**src/rtl/pulse_interpreter_pkg.sv**
```systemverilog
// Shared event codes and FSM state encoding for the Morse pulse interpreter.
package pulse_interpreter_pkg;

  localparam logic [2:0] EV_NONE         = 3'd0;
  localparam logic [2:0] EV_DIT          = 3'd1;
  localparam logic [2:0] EV_DASH         = 3'd2;
  localparam logic [2:0] EV_LETTER_SPACE = 3'd3;
  localparam logic [2:0] EV_WORD_SPACE   = 3'd4;

  typedef enum logic [1:0] {
    StIdle,
    StMark,
    StGap
  } state_e;

endpackage

```
**src/rtl/pulse_interpreter_debouncer.sv**
```systemverilog
// Two-flop synchronizer followed by a stable-level filter: the output follows
// the synchronized input only after DEBOUNCE_WIDTH consecutive differing samples.
module debouncer #(
  parameter int unsigned DEBOUNCE_WIDTH = 10
) (
  input  logic i_clk,
  input  logic i_rst,
  input  logic i_raw,
  output logic o_level
);

  localparam int unsigned CW = $clog2(DEBOUNCE_WIDTH + 1);

  logic          r_sync1;
  logic          r_sync2;
  logic          r_level;
  logic [CW-1:0] r_cnt;

  always_ff @(posedge i_clk) begin
    if (i_rst) begin
      r_sync1 <= 1'b0;
      r_sync2 <= 1'b0;
      r_level <= 1'b0;
      r_cnt   <= '0;
    end else begin
      r_sync1 <= i_raw;
      r_sync2 <= r_sync1;
      if (r_sync2 != r_level) begin
        if (r_cnt == CW'(DEBOUNCE_WIDTH - 1)) begin
          r_level <= r_sync2;
          r_cnt   <= '0;
        end else begin
          r_cnt <= r_cnt + 1'b1;
        end
      end else begin
        r_cnt <= '0;
      end
    end
  end

  assign o_level = r_level;

endmodule

```
**src/rtl/pulse_interpreter.sv**
```systemverilog
// Classifies debounced key marks as DIT/DASH and low gaps as letter/word spaces,
// emitting one-cycle registered event codes.
module pulse_interpreter
  import pulse_interpreter_pkg::*;
#(
  parameter int unsigned DASH_TIME               = 200,
  parameter int unsigned INTER_LETTER_SPACE_TIME = 400,
  parameter int unsigned INTER_WORD_SPACE_TIME   = 1000,
  parameter int unsigned DEBOUNCE_WIDTH          = 10
) (
  input  logic       clock_1khz,
  input  logic       rst,
  input  logic       morse_in,
  output logic [2:0] pulse_event
);

  localparam int unsigned MW = $clog2(DASH_TIME + 1);
  localparam int unsigned GW = $clog2(INTER_WORD_SPACE_TIME + 1);

  logic          w_level;
  logic          r_level_d;
  logic          w_rise;
  logic          w_fall;
  state_e        r_state;
  state_e        w_state_next;
  logic [MW-1:0] r_mark_cnt;
  logic [MW-1:0] w_mark_next;
  logic [GW-1:0] r_gap_cnt;
  logic [GW-1:0] w_gap_next;
  logic [GW-1:0] w_gap_inc;
  logic [2:0]    r_event;
  logic [2:0]    w_event_next;

  debouncer #(
    .DEBOUNCE_WIDTH(DEBOUNCE_WIDTH)
  ) u_debouncer (
    .i_clk  (clock_1khz),
    .i_rst  (rst),
    .i_raw  (morse_in),
    .o_level(w_level)
  );

  assign w_rise    = w_level & ~r_level_d;
  assign w_fall    = ~w_level & r_level_d;
  assign w_gap_inc = (r_gap_cnt == GW'(INTER_WORD_SPACE_TIME)) ? r_gap_cnt : r_gap_cnt + 1'b1;

  always_ff @(posedge clock_1khz) begin
    if (rst) begin
      r_level_d  <= 1'b0;
      r_state    <= StIdle;
      r_mark_cnt <= '0;
      r_gap_cnt  <= '0;
      r_event    <= EV_NONE;
    end else begin
      r_level_d  <= w_level;
      r_state    <= w_state_next;
      r_mark_cnt <= w_mark_next;
      r_gap_cnt  <= w_gap_next;
      r_event    <= w_event_next;
    end
  end

  // In MARK the level can only go low via a fall; in GAP it can only go high via a rise.
  always_comb begin
    w_state_next = r_state;
    w_mark_next  = r_mark_cnt;
    w_gap_next   = r_gap_cnt;
    w_event_next = EV_NONE;
    unique case (r_state)
      StIdle: begin
        if (w_rise) begin
          w_state_next = StMark;
          w_mark_next  = MW'(1);
          w_gap_next   = '0;
        end
      end
      StMark: begin
        if (w_fall) begin
          w_state_next = StGap;
          w_gap_next   = GW'(1);
          w_event_next = (r_mark_cnt < MW'(DASH_TIME)) ? EV_DIT : EV_DASH;
        end else if (r_mark_cnt != MW'(DASH_TIME)) begin
          w_mark_next = r_mark_cnt + 1'b1;
        end
      end
      StGap: begin
        if (w_rise) begin
          w_state_next = StMark;
          w_mark_next  = MW'(1);
          w_gap_next   = '0;
        end else begin
          w_gap_next = w_gap_inc;
          if (w_gap_inc == GW'(INTER_WORD_SPACE_TIME)) begin
            w_event_next = EV_WORD_SPACE;
            w_state_next = StIdle;
          end else if (w_gap_inc == GW'(INTER_LETTER_SPACE_TIME)) begin
            w_event_next = EV_LETTER_SPACE;
          end
        end
      end
      default: w_state_next = StIdle;
    endcase
  end

  assign pulse_event = r_event;

endmodule

```
**config.mk**
```make
export PLATFORM = sky130hd
export DESIGN_NAME = pulse_interpreter
export DESIGN_NICKNAME = d
export VERILOG_FILES = /design/src/rtl/pulse_interpreter_pkg.sv /design/src/rtl/pulse_interpreter_debouncer.sv /design/src/rtl/pulse_interpreter.sv
export SDC_FILE = /design/constraint.sdc
export NUM_CORES = 1
export LEC_CHECK = 0
export ABC_AREA = 0
export CELL_PAD_IN_SITES_DETAIL_PLACEMENT = 1
export CELL_PAD_IN_SITES_GLOBAL_PLACEMENT = 2
export CORE_MARGIN = 3
export CORE_UTILIZATION = 40
export CTS_CLUSTER_SIZE = 40
export DETAILED_ROUTE_END_ITERATION = 6
export PLACE_DENSITY = 0.83
export SYNTH_ARGS = -nofsm -noshare
export SYNTH_HDL_FRONTEND = slang
export SYNTH_HIERARCHICAL = 1
export SYNTH_SLANG_ARGS = --single-unit
export TNS_END_PERCENT = 1
```
**constraint.sdc**
```tcl
create_clock -name clock_1khz -period 5.52 [get_ports clock_1khz]
set_input_delay 0.828 -clock clock_1khz [delete_from_list [all_inputs] [get_ports clock_1khz]]
set_output_delay 0.828 -clock clock_1khz [all_outputs]
set_load 0.005 [all_outputs]
```
## Yosys cells after proc, flatten, opt, wreduce, memory -nomap -nowiden

Cells that the tools add are included.

| storage, ports and cells | value |
|---|---|
| output and inout port bits | 3 |
| logic and storage cells | 61 |
| bits of input ports | 3 |
| flip-flop bits (word level) | 31 |

| operators by class | value |
|---|---|
| reductions and logical operators | 9 |
| order comparisons | 1 |
| add/sub/neg operators | 3 |
| bitwise operators | 5 |
| equality and inequality tests | 14 |
| muxes and demuxes | 20 |

Operator list:

| kind | count |
|---|---|
| two-way mux 10 bit | 4 |
| one-hot mux 10 bit (3 select lines) | 1 |
| two-way mux 8 bit | 3 |
| == test 10 bit, second input constant | 2 |
| one-hot mux 8 bit (2 select lines) | 1 |
| two-way mux 2 bit | 7 |
| adder 10 x 1 -> 10 bit, second input constant | 1 |
| == test 10 x 9 -> 1 bit, second input constant | 1 |
| adder 8 x 1 -> 8 bit, second input constant | 1 |
| < comparator 8 bit, second input constant | 1 |
| inequality test 2 bit, second input constant | 4 |
| inequality test 8 bit, second input constant | 1 |
| two-way mux 3 bit | 2 |
| one-hot mux 2 bit (3 select lines) | 1 |
| one-hot mux 3 bit (2 select lines) | 1 |
| AND reduction 3 bit | 2 |
| adder 4 x 1 -> 4 bit, second input constant | 1 |
| == test 4 bit, second input constant | 1 |
| AND reduction 4 bit | 1 |
| inequality test 3 bit, second input constant | 1 |
| inverter 1 bit | 3 |
| nonzero test 3 bit | 1 |
| OR reduction 3 bit | 1 |
| AND 1 bit | 2 |
| 8 further kinds | 8 |

## Logic depth before layout (Yosys ltp)

Gate-level depths: netlist (run 1).

| logic depth | value |
|---|---|
| depth in word-level cells | 7 |
| depth in mapped cells | 8 |
| depth with buffers taken out | 8 |

## Cells and area by module

Netlist (run 1), hierarchy kept.

By module, submodules not included:

| module | cells an instance | instances | area each (um^2) | sequential area each (um^2) |
|---|---|---|---|---|
| pulse_interpreter | 191 | 1 | 1522.7 | 480.5 |
| debouncer | 24 | 1 | 269.0 | 140.1 |

## Worst setup path before layout (run 1)

Ideal clock, no wire load.

| path | value |
|---|---|
| kind | register to register |
| from | reg r_gap_cnt[0] |
| to | reg r_state[0] |
| setup time | 0.116 ns |
| data arrival time | 2.429 ns |
| buffers on the path | 1 |
| period minus slack after synthesis | 2.545 ns |
| cell stages (with the launch flop) | 9 |
| slack | 2.975 ns |
| required time | 5.404 ns |
| cells stage by stage | dfxtp_1 ha_1 clkbuf_1 and3_1 nand3_1 xor2_1 or4_4 o41a_1 a31o_1 |

| between the ends | value |
|---|---|
| cells in the longest elaborated chain, start to end | 5 |
| elaborated cells between the ends (all ways) | 6 |
| classes of those cells | add/sub: 1; eq/ne: 3; mux: 1; reduce/logical: 1 |

Ends and longest elaborated chain:

| what | RTL line | RTL |
|---|---|---|
| start, declared | pulse_interpreter.sv:28 | `logic [GW-1:0] r_gap_cnt;` |
| start signal, assigned | pulse_interpreter.sv:58 | `r_gap_cnt <= w_gap_next;` |
| adder 10 x 1 -> 10 bit / == test 10 bit (equally long branches) | pulse_interpreter.sv:45 | `assign w_gap_inc = (r_gap_cnt == GW'(INTER_WORD_SPACE_TIME)) ? r_gap_cnt : r_gap_cnt + 1'b1;` |
| two-way mux 10 bit (*) | pulse_interpreter.sv:45 |  |
| == test 10 bit (*) | pulse_interpreter.sv:93 | `if (w_gap_inc == GW'(INTER_WORD_SPACE_TIME)) begin` |
| inequality test 3 bit (no line) (*) | n/a |  |
| AND reduction 3 bit (no line) (*) | n/a |  |
| end signal, assigned | pulse_interpreter.sv:50 | `r_state <= StIdle;` |
| end signal, assigned | pulse_interpreter.sv:56 | `r_state <= w_state_next;` |
| end, declared | pulse_interpreter.sv:24 | `state_e r_state;` |

Mark *: on every way between the ends. The rest lies on a longest branch, timed or not.
A chain may end at the register's enable or synchronous reset.

## Worst setup path in the final report (run 1)

| path | value |
|---|---|
| from | reg r_gap_cnt[0] |
| to | reg r_event[1] (netlist: pulse_event[1]) |

| between the ends | value |
|---|---|
| cells in the longest elaborated chain, start to end | 7 |
| elaborated cells between the ends (all ways) | 9 |
| classes of those cells | add/sub: 1; eq/ne: 3; mux: 5 |

Ends and longest elaborated chain:

| what | RTL line | RTL |
|---|---|---|
| adder 10 x 1 -> 10 bit / == test 10 bit (equally long branches) | pulse_interpreter.sv:45 |  |
| two-way mux 10 bit (*) | pulse_interpreter.sv:45 |  |
| == test 10 x 9 -> 1 bit | pulse_interpreter.sv:96 | `end else if (w_gap_inc == GW'(INTER_LETTER_SPACE_TIME)) begin` |
| two-way mux 2 bit | pulse_interpreter.sv:96 |  |
| two-way mux 3 bit (*) | pulse_interpreter.sv:93 |  |
| two-way mux 3 bit (*) | pulse_interpreter.sv:87 | `if (w_rise) begin` |
| one-hot mux 3 bit (2 select lines) (*) | pulse_interpreter.sv:69 | `unique case (r_state)` |
| end signal, assigned | pulse_interpreter.sv:59 | `r_event <= w_event_next;` |
| end, declared | pulse_interpreter.sv:31 | `logic [2:0] r_event;` |

Marks and branches as above.

==> impl_metrics.py, run 1 <==
metrics = {
    "sta": {
        "setup_tns_ns": 0,
        "setup_violations": 0,
        "finalMaxSlewViolations": 0,
        "worst_pin_slew_ns": 0.957,
        "hold_viol": 0,
        "grt_setup_unrepaired": "no",
        "relSlewSlack": 0.358,
        "finalCriticalPeriod_ns": 2.75,
        "finalCritPeriodShare": 0.497,
        "finClkSkew_ns": 0.00629,
        "fmax_mhz": 364,
    },
    "critical_path": {
        "critPathMaxStageDelay_ns": 0.57,
        "r2r-end": "pulse_event[1]",
        "r2r-start": "r_gap_cnt[0]",
        "crit_family": "simple AND/OR/NAND/NOR gates",
        "arrival_ns": 2.97,
        "cp_max_fo": 8,
        "critPathLaunchType": "flop",
        "end_kind": "flop",
        "crit_path_cell_trace": "ha_1 > and3_1 > nand3_1 > xor2_1 > or4_4 > or4_4 > a21oi_2",
        "regToRegSetupSlack_ns": 2.77,
        "crit_type": "reg -> reg",
        "critPathBufInv": 0,
        "r2r.worst_path.cells": 7,
        "crit_required_ns": 5.75,
        "cpMostUsedCell": "or4_4",
        "cpMaxStageDelayCell": "or4_4",
    },
    "synthesis": {
        "synthesis.area_um2": 1790,
        "synth_cell_type_count": 44,
        "synth_commonest_cells": "dfxtp_1 (31), nor2_1 (28), a21oi_1 (13), nand2_1 (13), o21ai_0 (12)",
        "netlist.area_leader.share": 0.346,
        "avgSynthCellArea_um2": 8.33,
        "yosysSeqAreaShare": 0.346,
        "synth_edf_count": 0,
        "synth_top_cell_by_area": "dfxtp_1",
        "ys_async_sr_fraction": 0,
        "syn_inst": 215,
        "yosysWarnings": 6,
        "synth_nets": 228,
        "synth.most_common_cell": "dfxtp_1",
        "ys.flop_type": "dfxtp_1",
        "ys_seq_elements": 31,
        "synth_area_leaders": "dfxtp_1 (35%), ha_1 (7.0%), nor2_1 (5.9%)",
    },
    "routing": {
        "via_per_inst": 5.64,
        "post-route-drc-count": 0,
        "ant_nets": 0,
        "routed_wl_um": 4180,
        "post_drt_wl_per_cell_um": 15.5,
        "dr.pass1.iters": 4,
        "drt_iter0_markers": 49,
        "dr_total_vias": 1524,
    },
    "placement": {
        "detailed_place_hpwl_um": 3080,
        "gp_congestion": 0.835,
        "io_buffers": 5,
    },
    "layout": {
        "area_delta_synth_final_pct": 11.0,
        "diodes": 0,
        "nets": 232,
        "fillCellCount": 501,
        "drive_gt1_frac": 0.100,
        "utilization": 0.476,
    },
    "clock_network": {
        "clock_path_buffers": 2,
        "cts_tree": "yes",
        "cts.repair_timing.setup_buffer_count": 0,
        "path_clk_slew_ns": 0.07,
        "clk-insertion-delay-late_ns": 0.29,
        "htree_levels": 2,
        "clock_sinks": 31,
        "clk_root_buffer_cell": "clkbuf_8",
        "post_cts_resized": 0,
        "cts_buffers": 5,
        "hold_buffers": 0,
    },
    "hold_path": {
        "min_path_type": "reg -> reg",
        "min_to": "u_debouncer/r_sync2",
        "whs_path_depth": 1,
        "hold_start": "u_debouncer/r_sync1",
    },
    "floorplan": {
        "die_area_um2": 5320,
        "die_w_um": 72.9,
        "rows": 23,
        "io_pins": 6,
        "die_h_um": 72.9,
        "core_area_um2": 4170,
        "start_util": 0.429,
    },
    "power_and_ir_drop": {
        "max-vdd-ir-drop_uv": 150,
        "p_sw_uw": 149,
        "seq_power_share": 0.443,
        "power_density_nw_per_um2": 270,
        "internal_power_uw": 387,
        "pwr-share-clk": 0.422,
        "netSwitchingFraction": 0.278,
        "p_comb_frac": 0.135,
        "leakagePower_nw": 0.764,
    },
    "run": {
        "drv_cap": 0,
    },
    "grt": {
        "grt_start_max_net_pins": 19,
        "grt_pass1_vias": 1542,
        "grt_use_total": 0.175,
        "antenna_found_initial": 0,
        "overflow": 0,
        "grt_pass1_wl_um": 7180,
    },
    "status": {
        "status": "finished clean",
    },
}
-- worst max path at each step --
stage                          end  slack (ns)         start  cells past startpoint
finish              pulse_event[1]        2.77  r_gap_cnt[0]                      7
global route        pulse_event[1]        2.67  r_gap_cnt[0]                      7
CTS                 pulse_event[1]        2.78  r_gap_cnt[0]                      7
detailed placement  pulse_event[2]        2.79           rst                      5
global placement    pulse_event[2]        2.87           rst                      5
floorplan               r_state[0]        2.98  r_gap_cnt[0]                      8
-- cells by family after synthesis --
family / synth area share
buffers and inverters: 0.0412
flip-flops: 0.346
AND/OR/NAND/NOR: 0.303
adder cells (fa/ha/maj): 0.0698
XOR/XNOR: 0.0684
AO/OA/AOI/OAI: 0.149
multiplexers: 0.0223
-- registers in the layout, indices dropped and copies added (netlist names) --
| signal | cells |
|---|---|
| r_level_d | 1 |
| u_debouncer/r_sync1 | 1 |
| pulse_event | 3 |
| r_state | 2 |
| r_gap_cnt | 10 |
| u_debouncer/r_cnt | 4 |
| u_debouncer/r_sync2 | 1 |
| r_mark_cnt | 8 |
| u_debouncer/o_level | 1 |
-- power groups by stage --
stage | logic, mW | clock network [mW] | registers (mW)
after floorplan | 0.0536 | 0 | 0.240
after global placement | 0.0715 | 0 | 0.242
after detailed placement | 0.0717 | 0 | 0.242
after CTS | 0.0719 | 0.232 | 0.237
after global routing | 0.0813 | 0.242 | 0.239
final | 0.0725 | 0.226 | 0.238
-- layer usage --
metal  up-vias  routed length (um)  global-route usage
met5         -                   0                   0
met4         0                  55              0.0615
met3         4                  84              0.0413
met2        10                1890               0.273
met1       742                2150               0.235
li1        768                   -                   -
-- final cells by class --
class | count | area, um^2 | area share
clock buffer | 5 | 68.8 | 0.0346
tap | 50 | 62.6 | 0.0315
inverter | 10 | 37.5 | 0.0189
sequential | 31 | 621 | 0.312
multi-input combinational | 165 | 1100 | 0.552
clock inverter | 3 | 43.8 | 0.0220
timing repair buffer | 6 | 57.6 | 0.0289
-- cell usage in the layout (no fill, tap or decap), drive strengths merged --
| cell | instances |
|---|---|
| o41a | 1 |
| bufinv | 1 |
| nand4 | 3 |
| a21o | 1 |
| a31o | 1 |
| o21ai | 12 |
| nor4 | 2 |
| and3 | 6 |
| o211ai | 3 |
| clkbuf | 5 |
| o2111ai | 3 |
| nor3b | 2 |
| nor2 | 28 |
| ha | 10 |
| buf | 1 |
| a22oi | 1 |
| and2 | 1 |
| nand3 | 8 |
| dfxtp | 31 |
| clkdlybuf4s50 | 5 |
| or2 | 3 |
| a31oi | 1 |
| nor3 | 7 |
| xor2 | 9 |
| a211oi | 1 |
| nand4b | 3 |
| inv | 10 |
| or4 | 5 |
| xnor2 | 5 |
| nor2b | 5 |
| nand2b | 2 |
| mux2i | 4 |
| or3 | 3 |
| o31a | 2 |
| clkinv | 2 |
| a21oi | 15 |
| o311ai | 1 |
| nand3b | 4 |
| nand2 | 13 |
-- worst register-to-register path, cell delays in order (launching register included) --
cell	delay, ns
dfxtp_1	0.48
ha_1	0.37
and3_1	0.27
nand3_1	0.11
xor2_1	0.19
or4_4	0.57
or4_4	0.55
a21oi_2	0.15
-- through the flow --
stage | total power, mW | hold WS (ns) | area, um^2 | instances | worst slack, ns
finish | 0.536 | 0.457 | 1990 | 270 | 2.77
global route | 0.562 | 0.489 | 1990 | 270 | 2.67
CTS | 0.541 | 0.460 | 1990 | 270 | 2.78
detailed placement | 0.314 | 0.450 | 1880 | 262 | 2.79
global placement | 0.314 | 0.422 | 1880 | 262 | 2.87
floorplan | 0.294 | 0.414 | 1790 | 215 | 2.98
No activity file was read; power rests on OpenSTA's default activity.
==> run 2, diff against run 1 <==
Settings changed: CORE_UTILIZATION 40 to 33, PLACE_DENSITY 0.83 to 0.74.
Clock period 5.52 ns to 2.4 ns, I/O delays scaled along.
==> run 2 against run 1 <==
Die area is 19% higher. Global-route usage decreased by 0.99 points. Clock skew hardly changed. Critical endpoint is now pulse_event[0].
==> impl_metrics.py, run 2 (synthesized netlist as in run 1, its figures left out) <==
metrics = {
    "critical_path": {
        "crit_start": "r_gap_cnt[1]",
        "r2r-end": "pulse_event[0]",
        "crit_required_ns": 2.62,
        "worstSetupEndpoint": "pulse_event[0]",
        "r2r.worst_path.cells": 8,
        "critPathLaunchType": "flop",
        "end_kind": "flop",
        "cp_max_fo": 3,
        "regToRegSetupSlack_ns": 0.04,
        "r2r-start": "r_gap_cnt[1]",
        "arrival_ns": 2.58,
        "crit_type": "reg -> reg",
    },
    "routing": {
        "dr.pass1.iters": 4,
        "ant_nets": 0,
        "via_per_inst": 5.24,
        "post-route-drc-count": 0,
        "drt_iter0_markers": 76,
        "routed_wl_um": 4640,
        "dr_total_vias": 1618,
        "post_drt_wl_per_cell_um": 15.0,
    },
    "layout": {
        "fillCellCount": 615,
        "drive_gt1_frac": 0.201,
        "largest_reg_flops": 10,
        "largest_register": "r_gap_cnt",
        "nets": 252,
        "utilization": 0.421,
        "layout_commonest_cell": "dfxtp_1",
        "seqCellArea_um2": 623,
        "diodes": 0,
        "area_delta_synth_final_pct": 21.5,
        "multi_input_area_um2": 1130,
        "mostFrequentLayoutCells": "dfxtp_1 (29), nor2_1 (28), buf_4 (19)",
        "final_cells": 309,
        "largestRegisters": "r_gap_cnt x10, r_mark_cnt x8, u_debouncer/r_cnt x4",
        "fin_area_um2": 2180,
    },
    "power_and_ir_drop": {
        "fin_total_pwr_mw": 1.15,
        "max-vdd-ir-drop_uv": 288,
        "p_comb_frac": 0.163,
        "leakagePower_nw": 0.880,
        "internal_power_uw": 820,
        "p_sw_uw": 330,
        "netSwitchingFraction": 0.287,
        "seq_power_share": 0.476,
        "pwr-share-clk": 0.362,
        "power_density_nw_per_um2": 528,
    },
    "clock_network": {
        "clk-insertion-delay-late_ns": 0.28,
        "clock_sinks": 31,
        "cts_buffers": 5,
        "cts_tree": "yes",
        "htree_levels": 2,
        "path_clk_slew_ns": 0.07,
        "clock_path_buffers": 2,
        "clk_root_buffer_cell": "clkbuf_8",
        "cts.repair_timing.setup_buffer_count": 0,
    },
    "sta": {
        "fmax_mhz": 423,
        "finalMaxSlewViolations": 0,
        "relSlewSlack": 0.482,
        "fin_hold_ws_ns": 0.445,
        "worst_pin_slew_ns": 0.771,
        "finalCriticalPeriod_ns": 2.36,
        "worst_slack_ns": 0.0379,
        "setup_violations": 0,
        "finalCritPeriodShare": 0.984,
        "hold_viol": 0,
        "finClkSkew_ns": 0.00646,
        "setup_tns_ns": 0,
        "grt_setup_unrepaired": "yes",
    },
    "status": {
        "status": "finished clean",
    },
    "hold_path": {
        "min_path_type": "reg -> reg",
        "whs_path_depth": 1,
    },
    "placement": {
        "detailed_place_hpwl_um": 3590,
        "dpl_worst_slack_ns": -0.0800,
        "placed_cells": 302,
        "post_dp_cell_area_um2": 2050,
        "gp_congestion": 0.871,
        "io_buffers": 5,
    },
    "floorplan": {
        "rows": 26,
        "die_area_um2": 6350,
        "io_pins": 6,
        "die_h_um": 79.7,
        "core_area_um2": 5170,
        "start_util": 0.346,
        "die_w_um": 79.7,
    },
    "grt": {
        "overflow": 0,
        "grt_pass1_wl_um": 8150,
        "grt_use_total": 0.165,
        "antenna_found_initial": 0,
        "grt_pass1_vias": 1698,
        "grt_start_max_net_pins": 18,
    },
    "run": {
        "drv_cap": 0,
    },
}
-- run 2: cell count changes in the layout (fill, tap and decap cells not counted), sizes merged --
| cell | before | now |
|---|---|---|
| buf | 1 | 21 |
| bufinv | 1 | 0 |
| clkbuf | 5 | 6 |
| clkinv | 2 | 1 |
-- run 2: power by group through the flow --
| stage | combinational (mW) | sequential [mW] | clock, mW |
|---|---|---|---|
| 2_1_floorplan | 0.123 | 0.552 | 0 |
| 3_3_place_gp | 0.180 | 0.557 | 0 |
| 3_5_place_dp | 0.188 | 0.558 | 0 |
| 4_1_cts | 0.190 | 0.547 | 0.433 |
| 5_1_grt | 0.211 | 0.548 | 0.459 |
| 6_report | 0.187 | 0.547 | 0.416 |
-- run 2: how the worst min path moves through the flow --
| stage | startpoint | to | slack, ns |
|---|---|---|---|
| final | u_debouncer/r_sync1 | u_debouncer/r_sync2 | 0.44 |
| after global routing | u_debouncer/r_sync1 | u_debouncer/r_sync2 | 0.46 |
| after CTS | u_debouncer/r_sync1 | u_debouncer/r_sync2 | 0.45 |
| after detailed placement | u_debouncer/r_sync1 | u_debouncer/r_sync2 | 0.44 |
| after global placement | u_debouncer/r_sync1 | u_debouncer/r_sync2 | 0.43 |
| after floorplan | u_debouncer/r_sync1 | u_debouncer/r_sync2 | 0.41 |
-- run 2: worst max-delay path, cell delays in order, from the launching register on --
cell and delay (ns):
dfxtp_2 0.33, inv_2 0.07, ha_4 0.14, nand4b_4 0.09, or3_4 0.34, a21o_1 0.19, or4_4 0.50, or4_4 0.51
a21oi_2 0.13
-- run 2: area by class of cell --
class                      instances  share of cell area
clock buffer                       6              0.0379
clock inverter                     1             0.00230
inverter                          10              0.0172
multi-input combinational        165               0.517
sequential                        31               0.286
tap                               70              0.0402
timing repair buffer              26              0.0989
-- run 2: repair_timing --
action                     4_1_cts  5_1_grt
pin swaps                        4        0
setup endpoints to repair       10        3
gates resized for setup          6        4
hold buffers                     0        0
-- run 2: per-layer routing --
metal | vias up | routed length (um) | global-route usage
met5 | - | 0 | 0
met4 | 0 | 45 | 0.0361
met3 | 5 | 113 | 0.0440
met2 | 11 | 2280 | 0.275
met1 | 791 | 2210 | 0.211
li1 | 811 | - | -
==> run 3, diff against run 2 <==
Settings changed: REMOVE_ABC_BUFFERS from default to 1.
==> run 3 against run 2 <==
Global-route usage grew 1.4 points. Cell count rose by 1.6%. Flip-flop and latch count did not move. Register-to-register slack about the same. Fmax is 0.37% lower. First-iteration DRC count shrank 14%. Die area unchanged. Clock skew fell by 0.0015 ns. Highest routed layer unchanged.
==> impl_metrics.py, run 3 (synthesized netlist as in run 1, its figures left out) <==
metrics = {
    "clock_network": {
        "htree_levels": 2,
        "cts_buffers": 5,
        "path_clk_slew_ns": 0.07,
        "clock_path_buffers": 2,
        "clk-insertion-delay-late_ns": 0.29,
        "cts_tree": "yes",
        "clock_sinks": 31,
        "hold_buffers": 0,
        "clk_root_buffer_cell": "clkbuf_8",
    },
    "routing": {
        "post-route-drc-count": 0,
        "ant_nets": 0,
        "drt_iter0_markers": 65,
        "via_per_inst": 5.17,
        "routed_wl_um": 4990,
        "dr_total_vias": 1622,
        "post_drt_wl_per_cell_um": 15.9,
        "dr.pass1.iters": 4,
    },
    "layout": {
        "largestRegisters": "r_gap_cnt x10, r_mark_cnt x8, u_debouncer/r_cnt x4",
        "nets": 256,
        "seqCellArea_um2": 627,
        "fillCellCount": 615,
        "mostFrequentLayoutCells": "nor2_1 (28), dfxtp_1 (28), buf_4 (25)",
        "diodes": 0,
        "drive_gt1_frac": 0.230,
        "largest_register": "r_gap_cnt",
        "multi_input_area_um2": 1150,
        "largest_reg_flops": 10,
        "area_delta_synth_final_pct": 25.9,
    },
    "power_and_ir_drop": {
        "leakagePower_nw": 0.913,
        "power_density_nw_per_um2": 567,
        "fin_total_pwr_mw": 1.28,
        "max-vdd-ir-drop_uv": 227,
    },
    "placement": {
        "detailed_place_hpwl_um": 3810,
        "io_buffers": 5,
        "gp_congestion": 0.808,
    },
    "floorplan": {
        "core_area_um2": 5170,
        "rows": 26,
        "start_util": 0.346,
        "die_area_um2": 6350,
        "die_h_um": 79.7,
        "die_w_um": 79.7,
        "io_pins": 6,
    },
    "sta": {
        "grt_setup_unrepaired": "yes",
        "fmax_mhz": 422,
        "finClkSkew_ns": 0.00501,
        "hold_viol": 0,
        "setup_tns_ns": 0,
        "finalCriticalPeriod_ns": 2.37,
        "worst_pin_slew_ns": 0.451,
        "relSlewSlack": 0.697,
        "finalCritPeriodShare": 0.988,
        "setup_violations": 0,
        "finalMaxSlewViolations": 0,
    },
    "critical_path": {
        "r2r-end": "pulse_event[0]",
        "critPathMaxStageDelay_ns": 0.55,
        "r2r-start": "r_gap_cnt[1]",
        "arrival_ns": 2.60,
        "crit_type": "reg -> reg",
        "end_kind": "flop",
        "cpMostUsedCell": "or4_4",
        "crit_path_cell_trace": "inv_4 > ha_4 > nand4b_4 > or3_4 > a21o_1 > or4_4 > or4_4 > a21oi_2",
        "cp_max_fo": 4,
        "crit_family": "simple AND/OR/NAND/NOR gates",
        "crit_required_ns": 2.63,
        "critPathLaunchType": "flop",
        "cpMaxStageDelayCell": "or4_4",
        "critPathBufInv": 1,
        "r2r.worst_path.cells": 8,
        "regToRegSetupSlack_ns": 0.03,
    },
    "grt": {
        "antenna_found_initial": 0,
        "overflow": 0,
        "grt_pass1_wl_um": 8730,
        "grt_start_max_net_pins": 18,
        "grt_pass1_vias": 1678,
        "grt_use_total": 0.179,
    },
    "run": {
        "drv_cap": 0,
    },
    "status": {
        "status": "finished clean",
    },
    "hold_path": {
        "whs_path_depth": 1,
        "min_to": "u_debouncer/r_sync2",
        "min_path_type": "reg -> reg",
        "hold_start": "u_debouncer/r_sync1",
    },
}
## run 3: report_power, final
group	internal, mW	total [mW]	switching (mW)
sequential	0.528	0.547	0.0190
combinational	0.0687	0.195	0.126
clock	0.336	0.536	0.201
## run 3: per-layer routing
layer,vias up,part of all wire,GRT usage,wire [um]
li1,811,-,-,-
met1,784,0.46,0.224,2290
met2,18,0.50,0.302,2490
met3,9,0.027,0.0372,135
met4,0,0.015,0.0619,73
met5,-,0,0,0
## run 3: worst register-to-register path, stage by stage (launching register included)
cell	delay, ns
dfxtp_4	0.37
inv_4	0.06
ha_4	0.13
nand4b_4	0.09
or3_4	0.34
a21o_1	0.16
or4_4	0.49
or4_4	0.55
a21oi_2	0.13
## run 3: stage by stage
stage / hold slack (ns) / setup slack [ns] / instance area, um^2 / util / std cells
2_1_floorplan: 0.414 / -0.0592 / 1760 / - / 206
3_3_place_gp: 0.416 / -0.0167 / 2070 / 0.399 / 304
3_5_place_dp: 0.449 / -0.0773 / 2070 / 0.399 / 304
4_1_cts: 0.458 / 0.0000890 / 2210 / 0.428 / 313
5_1_grt: 0.482 / -0.0250 / 2260 / 0.436 / 314
6_report: 0.451 / 0.0292 / 2260 / 0.436 / 314
## run 3: cell type report
type	instances	share of cell area
Inverter	10	0.0177
Timing Repair Buffer	30	0.105
Multi-Input combinational cell	165	0.508
Clock buffer	6	0.0366
Sequential cell	31	0.278
Clock inverter	2	0.0155
Tap cell	70	0.0388
## run 3: timing repair
item	4_1_cts	5_1_grt
pin swaps	4	5
gates resized for setup	7	8
setup endpoints to repair	3	4
buffers inserted	1	1
## run 3: how the worst max path moves through the flow
stage / start / end / slack [ns] / cells after the start
2_1_floorplan: r_gap_cnt[0] / r_state[0] / -0.06 / 8
3_3_place_gp: r_gap_cnt[0] / r_state[0] / -0.02 / 8
3_5_place_dp: r_gap_cnt[0] / r_state[0] / -0.08 / 8
4_1_cts: r_gap_cnt[0] / pulse_event[0] / 0.00009 / 8
5_1_grt: r_gap_cnt[1] / pulse_event[0] / -0.03 / 8
6_report: r_gap_cnt[1] / pulse_event[0] / 0.03 / 8
